`src/rtl/apple_pool_if.sv`:
```
// rtl/apple_pool_if.sv - game-side bus of the apple pool: heads in, apple cells and grow pulses out
interface apple_pool_if #(
    parameter int N_APPLE  = 3,
    parameter int N_PLAYER = 2,
    parameter int X_W      = 6,
    parameter int Y_W      = 5
);
    logic                      i_enable;
    logic                      i_clear;
    logic [N_PLAYER*6-1:0]     i_head_x;
    logic [N_PLAYER*6-1:0]     i_head_y;
    logic [N_APPLE*X_W-1:0]    o_apple_x;
    logic [N_APPLE*Y_W-1:0]    o_apple_y;
    logic [N_APPLE-1:0]        o_apple_exist;
    logic [N_PLAYER-1:0]       o_add_cube;

    modport master (
        output i_enable, i_clear, i_head_x, i_head_y,
        input  o_apple_x, o_apple_y, o_apple_exist, o_add_cube
    );

    modport slave (
        input  i_enable, i_clear, i_head_x, i_head_y,
        output o_apple_x, o_apple_y, o_apple_exist, o_add_cube
    );
endinterface

```
`src/rtl/apple_pool.sv`:
```
// rtl/apple_pool.sv - apple slots with shared LFSR placer, eat detection and respawn timers
module apple_pool #(
    parameter int          N_APPLE     = 3,
    parameter int          N_PLAYER    = 2,
    parameter int          GRID_W      = 40,
    parameter int          GRID_H      = 30,
    parameter int          X_W         = 6,
    parameter int          Y_W         = 5,
    parameter int          RESPAWN_CYC = 25_000_000,
    parameter logic [15:0] SEED        = 16'hACE1
) (
    input  logic        i_clk,
    input  logic        i_rst_n,
    apple_pool_if.slave bus
);
    localparam int               CNT_W    = (RESPAWN_CYC > 1) ? $clog2(RESPAWN_CYC) : 1;
    localparam logic [CNT_W-1:0] CNT_LOAD = CNT_W'(RESPAWN_CYC - 1);
    localparam logic [15:0]      LFSR_RST = (SEED == 16'd0) ? 16'd1 : SEED;

    typedef enum logic [1:0] {
        S_WAIT   = 2'd0,
        S_PLACE  = 2'd1,
        S_ACTIVE = 2'd2
    } slot_e;

    slot_e              state_q [N_APPLE];
    slot_e              state_d [N_APPLE];
    logic [CNT_W-1:0]   cnt_q   [N_APPLE];
    logic [CNT_W-1:0]   cnt_d   [N_APPLE];
    logic [X_W-1:0]     ax_q    [N_APPLE];
    logic [X_W-1:0]     ax_d    [N_APPLE];
    logic [Y_W-1:0]     ay_q    [N_APPLE];
    logic [Y_W-1:0]     ay_d    [N_APPLE];
    logic [N_APPLE-1:0] exist_q, exist_d;
    logic [N_PLAYER-1:0] add_q, add_d;
    logic [15:0]        lfsr_q, lfsr_d;

    logic [X_W-1:0]     cand_x;
    logic [Y_W-1:0]     cand_y;
    logic               cand_ok;
    logic               place_taken;
    logic               eaten;

    function automatic logic on_cell(input logic [5:0] hx, input logic [5:0] hy,
                                     input logic [X_W-1:0] x, input logic [Y_W-1:0] y);
        return (16'(hx) == 16'(x)) && (16'(hy) == 16'(y));
    endfunction

    assign cand_x = lfsr_q[X_W-1:0];
    assign cand_y = lfsr_q[X_W+Y_W-1:X_W];
    assign lfsr_d = {lfsr_q[14:0], lfsr_q[15] ^ lfsr_q[13] ^ lfsr_q[12] ^ lfsr_q[10]};

    // A candidate is usable only on the board and away from every head and every live apple.
    always_comb begin
        cand_ok = (32'(cand_x) < 32'(GRID_W)) && (32'(cand_y) < 32'(GRID_H));
        for (int p = 0; p < N_PLAYER; p++) begin
            if (on_cell(bus.i_head_x[6*p +: 6], bus.i_head_y[6*p +: 6], cand_x, cand_y)) begin
                cand_ok = 1'b0;
            end
        end
        for (int k = 0; k < N_APPLE; k++) begin
            if (state_q[k] == S_ACTIVE && ax_q[k] == cand_x && ay_q[k] == cand_y) begin
                cand_ok = 1'b0;
            end
        end
    end

    always_comb begin
        place_taken = 1'b0;
        eaten       = 1'b0;
        add_d       = '0;
        exist_d     = '0;
        for (int k = 0; k < N_APPLE; k++) begin
            state_d[k] = state_q[k];
            cnt_d[k]   = cnt_q[k];
            ax_d[k]    = ax_q[k];
            ay_d[k]    = ay_q[k];
            eaten      = 1'b0;
            if (bus.i_clear) begin
                state_d[k] = S_WAIT;
                cnt_d[k]   = '0;
            end else if (bus.i_enable) begin
                case (state_q[k])
                    S_WAIT: begin
                        if (cnt_q[k] == '0) state_d[k] = S_PLACE;
                        else                cnt_d[k]   = cnt_q[k] - CNT_W'(1);
                    end
                    // Only the lowest-indexed placing slot sees this cycle's candidate.
                    S_PLACE: begin
                        if (!place_taken) begin
                            place_taken = 1'b1;
                            if (cand_ok) begin
                                ax_d[k]    = cand_x;
                                ay_d[k]    = cand_y;
                                state_d[k] = S_ACTIVE;
                            end
                        end
                    end
                    S_ACTIVE: begin
                        for (int p = 0; p < N_PLAYER; p++) begin
                            if (!eaten && on_cell(bus.i_head_x[6*p +: 6], bus.i_head_y[6*p +: 6],
                                                  ax_q[k], ay_q[k])) begin
                                eaten    = 1'b1;
                                add_d[p] = 1'b1;
                            end
                        end
                        if (eaten) begin
                            state_d[k] = S_WAIT;
                            cnt_d[k]   = CNT_LOAD;
                        end
                    end
                    default: state_d[k] = S_WAIT;
                endcase
            end
            exist_d[k] = (state_d[k] == S_ACTIVE);
        end
    end

    always_ff @(posedge i_clk or negedge i_rst_n) begin
        if (!i_rst_n) begin
            lfsr_q  <= LFSR_RST;
            exist_q <= '0;
            add_q   <= '0;
            for (int k = 0; k < N_APPLE; k++) begin
                state_q[k] <= S_WAIT;
                cnt_q[k]   <= '0;
                ax_q[k]    <= '0;
                ay_q[k]    <= '0;
            end
        end else begin
            lfsr_q  <= lfsr_d;
            exist_q <= exist_d;
            add_q   <= add_d;
            for (int k = 0; k < N_APPLE; k++) begin
                state_q[k] <= state_d[k];
                cnt_q[k]   <= cnt_d[k];
                ax_q[k]    <= ax_d[k];
                ay_q[k]    <= ay_d[k];
            end
        end
    end

    for (genvar k = 0; k < N_APPLE; k++) begin : g_out
        assign bus.o_apple_x[k*X_W +: X_W] = ax_q[k];
        assign bus.o_apple_y[k*Y_W +: Y_W] = ay_q[k];
    end
    assign bus.o_apple_exist = exist_q;
    assign bus.o_add_cube    = add_q;
endmodule

```
`src/flat_wrapper.sv`:
```
// flat-port wrapper written by rule: the top's interface ports become plain ports
module apple_pool_flat 
#(
    parameter int          N_APPLE     = 3,
    parameter int          N_PLAYER    = 2,
    parameter int          GRID_W      = 40,
    parameter int          GRID_H      = 30,
    parameter int          X_W         = 6,
    parameter int          Y_W         = 5,
    parameter int          RESPAWN_CYC = 25_000_000,
    parameter logic [15:0] SEED        = 16'hACE1
)
  (i_clk, i_rst_n, bus_i_enable, bus_i_clear, bus_i_head_x, bus_i_head_y, bus_o_apple_x, bus_o_apple_y, bus_o_apple_exist, bus_o_add_cube);
  apple_pool_if #(.N_APPLE(N_APPLE), .N_PLAYER(N_PLAYER), .X_W(X_W), .Y_W(Y_W)) bus_i ();
  input  logic i_clk;
  input  logic i_rst_n;
  input wire logic [$bits(bus_i.i_enable)-1:0] bus_i_enable;
  input wire logic [$bits(bus_i.i_clear)-1:0] bus_i_clear;
  input wire logic [$bits(bus_i.i_head_x)-1:0] bus_i_head_x;
  input wire logic [$bits(bus_i.i_head_y)-1:0] bus_i_head_y;
  output wire logic [$bits(bus_i.o_apple_x)-1:0] bus_o_apple_x;
  output wire logic [$bits(bus_i.o_apple_y)-1:0] bus_o_apple_y;
  output wire logic [$bits(bus_i.o_apple_exist)-1:0] bus_o_apple_exist;
  output wire logic [$bits(bus_i.o_add_cube)-1:0] bus_o_add_cube;
  assign bus_i.i_enable = bus_i_enable;
  assign bus_i.i_clear = bus_i_clear;
  assign bus_i.i_head_x = bus_i_head_x;
  assign bus_i.i_head_y = bus_i_head_y;
  assign bus_o_apple_x = bus_i.o_apple_x;
  assign bus_o_apple_y = bus_i.o_apple_y;
  assign bus_o_apple_exist = bus_i.o_apple_exist;
  assign bus_o_add_cube = bus_i.o_add_cube;
  apple_pool #(.N_APPLE(N_APPLE), .N_PLAYER(N_PLAYER), .GRID_W(GRID_W), .GRID_H(GRID_H), .X_W(X_W), .Y_W(Y_W), .RESPAWN_CYC(RESPAWN_CYC), .SEED(SEED)) u_core (.i_clk(i_clk), .i_rst_n(i_rst_n), .bus(bus_i));
endmodule
```
`config.mk`:
```
export PLATFORM = sky130hd
export DESIGN_NAME = apple_pool_flat
export DESIGN_NICKNAME = d
export VERILOG_FILES = /design/src/rtl/apple_pool_if.sv /design/src/rtl/apple_pool.sv /design/src/flat_wrapper.sv
export SDC_FILE = /design/constraint.sdc
export NUM_CORES = 1
export LEC_CHECK = 0
export ABC_AREA = 1
export CAP_MARGIN = 40
export CORE_ASPECT_RATIO = 1.5
export CORE_MARGIN = 10
export CORE_UTILIZATION = 40
export DETAILED_ROUTE_END_ITERATION = 10
export SLEW_MARGIN = 15
export SYNTH_ARGS = -nofsm -noshare
export SYNTH_HDL_FRONTEND = slang
export SYNTH_SLANG_ARGS = --single-unit
```
`constraint.sdc`:
```
create_clock -name i_clk -period 1.9 [get_ports i_clk]
set_input_delay 0.285 -clock i_clk [delete_from_list [all_inputs] [get_ports i_clk]]
set_output_delay 0.285 -clock i_clk [all_outputs]
set_load 0.02 [all_outputs]
```
**Yosys cells after proc, flatten, opt, wreduce, memory -nomap -nowiden**

Cells that the tools add are included.

- $add $sub $neg: 3
- Order comparisons: 2
- Reduce and logical (&&, ||, !) cells: 37
- Bitwise gates (word level): 6
- Equal/unequal tests: 37
- Multiplexer cells: 84

Operators with widths:

| operator | number |
|---|---|
| two-way mux 25 bit | 12 |
| one-hot mux 25 bit (2 select lines) | 3 |
| zero test 25 bit | 3 |
| subtractor 25 x 1 -> 25 bit, second input constant | 3 |
| equality test 6 bit | 11 |
| two-way mux 2 bit | 26 |
| equality test 6 x 5 -> 1 bit | 8 |
| two-way mux 1 bit | 40 |
| logical AND 1 bit | 18 |
| != test 3 bit, second input constant | 6 |
| one-hot mux 2 bit (3 select lines) | 3 |
| AND reduction 4 bit | 4 |
| equality test 5 bit | 3 |
| equality test 2 bit, second input constant | 6 |
| AND reduction 5 bit | 2 |
| nonzero test 3 bit | 3 |
| equality test 2 x 1 -> 1 bit, second input constant | 3 |
| zero test 2 bit | 3 |
| less-than comparator 6 bit, second input constant | 1 |
| less-than comparator 5 bit, second input constant | 1 |
| zero test 1 bit | 3 |
| inverter 1 bit | 3 |
| XOR 1 bit | 3 |
| nonzero test 2 bit | 1 |

- Output and inout bits: 38
- Input bits: 28
- Word-level logic and storage cells: 184
- Register bits: 135

**Longest topological paths before layout**

Gate-level depths: netlist of run 1.

- Depth in word-level cells: 20
- Gate-level depth with buffers: 16
- Depth with buffers taken out: 15

**Least setup slack after synthesis of run 1**

No wires, ideal clock.

- Kind: register to register
- From: register u_core.lfsr_q[10]
- To: register u_core.ax_q (netlist bit u_core.bus.o_apple_x[13])
- Data arrival time: 1.648 ns
- Path buffers: 2
- Stages on the path, launching flop included: 12
- Slack: 0.130 ns
- Required time: 1.778 ns
- Setup time: 0.122 ns
- Clock period less this slack: 1.770 ns
- Cell sequence: dfstp_2 -> buf_6 -> inv_4 -> o21ai_1 -> nor2_1 -> nand2_1 -> nor2_1 -> a21oi_2 -> nand2_4 -> nor3_4 -> buf_2 -> o21ai_1

- Longest elaborated chain between the ends: 8
- Elaborated cells on any way between the ends: 18
- Classes of those cells: order compare (1); eq/ne (5); mux (5); reduce/logical (7)

RTL lines:

| item | line | source |
|---|---|---|
| start: declaration | apple_pool.sv:36 | `logic [15:0] lfsr_q, lfsr_d;` |
| start signal: assignment | apple_pool.sv:131 | `lfsr_q <= lfsr_d;` |
| less-than comparator 5 bit or equality test 6 x 5 -> 1 bit (tied branches) | apple_pool.sv:55, apple_pool.sv:46 |  |
| logical AND 1 bit (on tied branches) | apple_pool.sv:55, apple_pool.sv:46 |  |
| two-way mux 1 bit (2 in series) | apple_pool.sv:57 | `if (on_cell(bus.i_head_x[6*p +: 6], bus.i_head_y[6*p +: 6], cand_x, cand_y)) begin` |
| two-way mux 1 bit (2 in series) | apple_pool.sv:62 | `if (state_q[k] == S_ACTIVE && ax_q[k] == cand_x && ay_q[k] == cand_y) begin` |
| two-way mux 1 bit (*) | apple_pool.sv:62 |  |
| AND reduction 5 bit (no source line) (*) | n/a |  |
| end signal: indexed assignment | apple_pool.sv:137 | `ax_q[k] <= ax_d[k];` |
| end: declaration | apple_pool.sv:30 | `logic [X_W-1:0] ax_q [N_APPLE];` |

Mark *: on every way between the ends. The rest lies on a longest branch, timed or not.
A chain may end at the register's enable or synchronous reset.

**Worst setup path in the final report of run 1**

- From: register u_core.lfsr_q[7]
- To: register u_core.ay_q (netlist bit u_core.bus.o_apple_y[11])

- Longest elaborated chain between the ends: 8
- Elaborated cells on any way between the ends: 18
- Classes of those cells: order compare (1); eq/ne (5); mux (5); reduce/logical (7)

RTL lines:

| item | line | source |
|---|---|---|
| less-than comparator 5 bit or equality test 6 x 5 -> 1 bit (tied branches) | apple_pool.sv:55, apple_pool.sv:46 |  |
| logical AND 1 bit (on tied branches) | apple_pool.sv:55, apple_pool.sv:46 |  |
| two-way mux 1 bit (2 in series) | apple_pool.sv:57 |  |
| two-way mux 1 bit (3 in series) | apple_pool.sv:62 |  |
| AND reduction 5 bit (no source line) | n/a |  |
| end signal: indexed assignment | apple_pool.sv:138 | `ay_q[k] <= ay_d[k];` |
| end: declaration | apple_pool.sv:32 | `logic [Y_W-1:0] ay_q [N_APPLE];` |

Parallel ways exist; a longest one is shown, timed or not.

==> results of run 1 <==
## state kept, by name, summed over array words and instances, names as in the netlist
name,count
u_core.cnt_q,75
u_core.bus.o_apple_exist,3
u_core.bus.o_apple_x,18
u_core.lfsr_q,16
u_core.bus.o_apple_y,15
u_core.state_q,6
u_core.bus.o_add_cube,2
## cell type report
type,count,area (sq um)
fill,2123,9140
multi-input combinational,1012,5750
sequential,135,3410
timing repair buffer,341,3080
inverter,155,629
clock buffer,20,447
tap,280,350
clock inverter,11,174
## cells by family (layout without fill, tap and decap cells)
kind of cell / count (synthesis) / after routing / synth area share
simple gates: 764 / 771 / 0.370
buf+inv: 197 / 527 / 0.100
compound gates: 178 / 178 / 0.103
flops: 135 / 135 / 0.365
xor+xnor: 57 / 57 / 0.0538
fa+ha+maj: 6 / 6 / 0.00809
## worst max-delay path, delay by kind of cell (launching register included)
family,cells,cell delay (ns)
AO/OA/AOI/OAI,1,0.06
AND/OR/NAND/NOR,10,0.90
flip-flops,1,0.68
buffers and inverters,4,0.48
## routing by layer
layer / global-route usage / part of all wire
met5: 0 / 0
met4: 0.141 / 0.060
met3: 0.0437 / 0.043
met2: 0.438 / 0.53
met1: 0.246 / 0.37
## stage by stage
| stage | cell area [sq um] | hold slack [ns] | instances |
|---|---|---|---|
| floorplan | 9280 | -0.0106 | 1337 |
| global placement | 11900 | 0.274 | 1883 |
| detailed placement | 11900 | 0.273 | 1883 |
| CTS | 13000 | 0.361 | 1938 |
| global route | 13800 | 0.367 | 1954 |
| finish | 13800 | 0.356 | 1954 |
## power by group
part / total (mW) / internal (mW) / switching [mW]
combinational: 12.8 / 5.57 / 7.25
clock: 3.52 / 2.23 / 1.30
sequential: 4.44 / 3.67 / 0.769
total: 20.8 / 11.5 / 9.32
## repair_timing
action	in CTS	in global routing
setup endpoints to repair	139	124
endpoints found under the hold margin	36	0
hold buffers	1	0
gates cloned	8	3
gates resized for setup	99	201
pin swaps	26	56
setup buffers	15	14
## cell usage in the layout (no fill, tap or decap), drive strengths merged
cell           count
nand2            423
buf              274
nor2             164
inv              152
dfrtp            127
o21ai            118
nand3             90
nor3              51
xor2              38
a21oi             36
dlygate4sd2       26
nand4             23
clkbuf            23
clkdlybuf4s50     20
xnor2             19
dlymetal6s2s      17
o22ai              9
nor4               9
dfstp              8
or2                8
clkinv             7
o211ai             6
ha                 6
bufinv             4
o31ai              3
clkinvlp           3
o2111ai            3
nand3b             3
a22oi              1
o221ai             1
o21bai             1
dlygate4sd3        1
## worst paths after layout
check | depth (start not counted) | end | slack [ns]
worst max-delay path | 15 | u_core.bus.o_apple_y[11] | -0.30
worst min-delay path | 0 | u_core.lfsr_q[15] | 0.36
worst max register to register | 15 | u_core.bus.o_apple_y[11] | -0.30
worst min register to register | 0 | u_core.lfsr_q[15] | 0.36
max in group asynchronous | 3 | u_core.bus.o_apple_x[6] | 0.95
min in group asynchronous | 2 | u_core.cnt_q[49] | 0.39
==> impl_metrics.csv, run 1 <==
group,metric,value,unit
floorplanning,die_area,29800,sq um
timing,finalHoldViolCount,0,
yosys,synthTopCellsByCount,"nand2_1, nor2_1, dfrtp_1, inv_1, nand3_1",
yosys,async_flop_share,1.00,
drt,ant_nets,0,
timing,fin_skew,0.0106,ns
placement,numPortBuffers,65,
placement,place_congestion,0.982,
drt,drc,0,
clock_network,clock-sinks,135,
placement,post-place-ws,-0.610,ns
floorplanning,die_y,207,um
timing,setup_viol,79,
timing,tightest_slew,0.514,ns
clock_network,cts-root-buf,"clkbuf_16",
global_routing,grt_start_max_net_pins,49,
placement,dpl.hpwl,26700,um
layout,fin_util,0.602,
clock_network,insertion_delay,0.43,ns
layout,drive_above_1_share,0.348,
drt,routed_wl,35800,um
setup_path,crit_start,"u_core.lfsr_q[7]",
yosys,ys_seq_area_frac,0.365,
drt,vias_per_cell,5.19,
setup_path,slowest_delay,0.68,ns
floorplanning,fp.dieW,144,um
clock_network,cts_buffers,17,
floorplanning,coreArea,23000,sq um
drt,detail_route.wl_per_cell,18.3,um
timing,setup_ws,-0.304,ns
clock_network,cts_tree,"yes",
setup_path,path_class,"flip-flop to flip-flop",
outcome,violations,"setup timing",
min_path,hold_class,"flip-flop to flip-flop",
setup_path,start_kind,"flip-flop",
outcome,status,"complete, but fails checks",
layout,finalNetCount,1696,
yosys,synth_edf_count,0,
power,p_total,20.8,mW
yosys,syn_nets,1371,
yosys,syn_area_per_cell,6.94,sq um
yosys,syn-instance-count,1337,
setup_path,regToRegStartpoint,"u_core.lfsr_q[7]",
power,ir_drop,0.000733,V
drt,drt-initial-drc-count,661,
min_path,hp-start,"u_core.lfsr_q[14]",
floorplanning,start_util,0.404,
setup_path,cp_cell_sequence,"buf_6, nand2_1, nand2_1, inv_1, nand2_1, nor2_2, nand3_2, nand2_2, nor2_4, nand2_4, nor3_4, buf_12, clkbuf_16, nand2_1, o21ai_1",
setup_path,required,2.25,ns
timing,period_share,1.16,
global_routing,grt_pass1_wl,55000,um
power,powerDensity,1500,nW/um^2
yosys,syn_area,9280,sq um
timing,grt_setup_unrepaired,"yes",
drt,firstDrtPassIters,8,
floorplanning,rows,68,
yosys,synth_largest_area_cell,"dfrtp_1",
drt,vias,10100,
timing,max_clock_freq,0.454,GHz
yosys,synthMostInstantiatedCell,"nand2_1",
power,p_leak,6.97,nW
layout,n_antenna_cell,0,
setup_path,end_kind,"flip-flop",
timing,layout_min_cycle_time,2.20,ns
global_routing,gr-total-overflow,0,
setup_path,worstPathMaxFanout,11,
global_routing,grt_usage,0.239,
clock_network,cts_buffer_depth,2,
yosys,ys_types,50,
timing,drv_slew,0,
yosys,synth_ff_type,"dfrtp_1",
timing,setup-tns-final,-10.80,ns
global_routing,grt_pass1_vias,10200,
clock_network,clk_pin_slew,0.06,ns
yosys,synth_seq_cells,135,
setup_path,slowest_stage,"dfstp_2",
yosys,synth_top_area_frac,0.342,
floorplanning,ios,66,
global_routing,antenna_found_initial,0,
clock_network,cts_max_level,4,
flow_run,maxCapViolCount,0,
timing,max-slew-margin-rel,0.657,
yosys,yosysWarnings,0,
yosys,yosys-top-cells-area,"dfrtp_1, nand2_1, nor2_1",
layout,area_growth,49.0,%
setup_path,cp_common_cell,"nand2_1",
setup_path,cp.arrival,2.56,ns
Power figures use the tool's default switching activity.
==> inputs of run 2 (changes only) <==
CAP_MARGIN = 20   (was 40)
==> results of run 2 <==
Same layout as run 1: the final DEF is identical, and so are final timing and power.
==> inputs of run 3 (changes only) <==
CTS_BUF_LIST = sky130_fd_sc_hd__clkbuf_2 sky130_fd_sc_hd__clkbuf_4 sky130_fd_sc_hd__clkbuf_8   (was not set)
==> impl_metrics.csv, run 3 (synthesis gave the netlist of run 1 again) <==
group,metric,value,unit
outcome,status,"complete, but fails checks",
outcome,violations,"setup timing",
power,p_sw,9.11,mW
power,powerDensity,1440,nW/um^2
layout,regMostFlops,"u_core.cnt_q",
layout,layout_commonest_cell,"nand2_1",
timing,setup-tns-final,-10.55,ns
clock_network,clk_pin_slew,0.08,ns
drt,route.met3.wl,1480,um
timing,finalHoldViolCount,0,
layout,finalNetCount,1706,
layout,area_growth,48.2,%
setup_path,crit_start,"u_core.lfsr_q[7]",
setup_path,worstPathMaxFanout,5,
setup_path,cp_cell_sequence,"buf_6, nand2_2, nand2_1, inv_1, nand2_2, nor2_4, nand3_2, nand2_2, nor2_4, nand2_4, nor3_4, buf_6, clkbuf_16, nand2_1, o21ai_1",
clock_network,cts-root-buf,"clkbuf_8",
setup_path,cp_common_cell,"nand2_2",
drt,m1WireLength,13400,um
floorplanning,ios,66,
drt,firstDrtPassIters,5,
floorplanning,die_y,207,um
setup_path,slowest_stage,"dfstp_2",
timing,setup_viol,91,
clock_network,cts_buffer_depth,2,
clock_network,cts_tree,"yes",
setup_path,required,2.29,ns
setup_path,r2r_setup_slack,-0.26,ns
power,p_total,19.9,mW
global_routing,grt_start_max_net_pins,49,
global_routing,grt_pass1_wl,55000,um
setup_path,slowest_delay,0.69,ns
layout,seq_area,3410,sq um
setup_path,regToRegStartpoint,"u_core.lfsr_q[7]",
drt,drc,0,
timing,grt_setup_unrepaired,"yes",
placement,numPortBuffers,65,
layout,largest_register_ffs,75,
timing,fin_skew,0.0118,ns
global_routing,grt_pass1_vias,10300,
floorplanning,coreArea,23000,sq um
drt,vias_per_cell,5.17,
power,swShare,0.459,
drt,vias,10200,
drt,ant_nets,0,
setup_path,start_kind,"flip-flop",
power,ir_drop,0.000676,V
layout,final_cell_mix,"nand2_1, buf_4, nor2_1, inv_1, dfrtp_1",
power,internal-power,10.7,mW
floorplanning,die_area,29800,sq um
timing,max_clock_freq,0.463,GHz
layout,multi_input_area,5780,sq um
floorplanning,start_util,0.404,
setup_path,end_kind,"flip-flop",
timing,layout_min_cycle_time,2.16,ns
setup_path,cp.arrival,2.55,ns
drt,drt-initial-drc-count,591,
floorplanning,rows,68,
clock_network,clock-sinks,135,
drt,met2_length,18800,um
min_path,hold_class,"primary input to async pin",
timing,drv_slew,0,
drt,routed_wl,35800,um
layout,fill_cells,2138,
placement,post-place-ws,-0.610,ns
timing,period_share,1.14,
flow_run,maxCapViolCount,0,
timing,setup_ws,-0.260,ns
clock_network,cts_max_level,4,
placement,place_congestion,0.982,
global_routing,grt_usage,0.239,
layout,n_antenna_cell,0,
drt,top_layer_used,"met4",
floorplanning,fp.dieW,144,um
timing,max-slew-margin-rel,0.655,
clock_network,cts_buffers,17,
layout,fin_util,0.599,
drt,detail_route.wl_per_cell,18.2,um
power,p_leak,6.84,nW
layout,drive_above_1_share,0.360,
global_routing,gr-total-overflow,0,
global_routing,antenna_found_initial,0,
power,comb_power_share,0.643,
placement,dpl.hpwl,26700,um
timing,tightest_slew,0.518,ns
power,seqPwrFrac,0.222,
clock_network,insertion_delay,0.46,ns
power,clkPwrFrac,0.135,
setup_path,path_class,"flip-flop to flip-flop",
## run 3: cell types whose count changed in the layout (fill, tap and decap cells not counted), moves of 6 or more
| cell | change |
|---|---|
| clkbuf_8 | +17 |
| clkbuf_16 | -15 |
| dlymetal6s2s_1 | -12 |
| o21ai_1 | +8 |
| clkdlybuf4s50_1 | +7 |
| o21ai_0 | -7 |
| nand2_2 | +6 |
| nand3_1 | -6 |
## run 3: power by group through the flow
stage	sequential, mW	clock [mW]	combinational, mW
global route	4.50	2.86	14.0
global placement	4.40	0	10.4
finish	4.40	2.69	12.8
floorplan	4.53	0	6.26
detailed placement	4.40	0	10.5
CTS	4.35	2.74	11.2
## run 3: layer usage
layer,GRT usage,vias up
met5,0,-
met4,0.139,0
met3,0.0442,102
met2,0.439,306
met1,0.247,4762
li1,-,4981
## run 3: repair_timing
action                                 4_1_cts  5_1_grt
pin swaps                                   53       65
cloned                                       8        6
resized for setup                          146      169
hold buffers                                 1        0
setup endpoints to repair                  144      119
buffers inserted                            22       15
endpoints found under the hold margin       36        0
## run 3: final timing paths
kind                                            end  cells past startpoint
setup / recovery           u_core.bus.o_apple_y[11]                     15
hold reg to reg                   u_core.lfsr_q[15]                      0
hold / removal                     u_core.cnt_q[49]                      2
max in group asynchronous   u_core.bus.o_apple_x[6]                      3
min in group i_clk                u_core.lfsr_q[15]                      0
setup reg to reg           u_core.bus.o_apple_y[11]                     15
## run 3: metrics by stage
step | cell area (sq um) | cells | hold WS, ns
4_1_cts | 13000 | 1945 | 0.330
3_3_place_gp | 11900 | 1883 | 0.274
5_1_grt | 13800 | 1964 | 0.365
2_1_floorplan | 9280 | 1337 | -0.0106
6_report | 13800 | 1964 | 0.341
3_5_place_dp | 11900 | 1883 | 0.273
## run 3: worst max-delay path: cells and delay by family (launching register included)
kind                   cells  cell delay (ns)
buffers and inverters      4             0.53
and+or+nand+nor           10             0.80
DFF                        1             0.69
AOI/OAI and AO/OA          1             0.06
## run 3: final cells by class
| type | instances | area share |
|---|---|---|
| timing repair buffer | 351 | 0.230 |
| tap | 280 | 0.0255 |
| sequential | 135 | 0.248 |
| clock inverter | 11 | 0.0126 |
| inverter | 155 | 0.0451 |
| multi-input combinational | 1012 | 0.420 |
| clock buffer | 20 | 0.0191 |
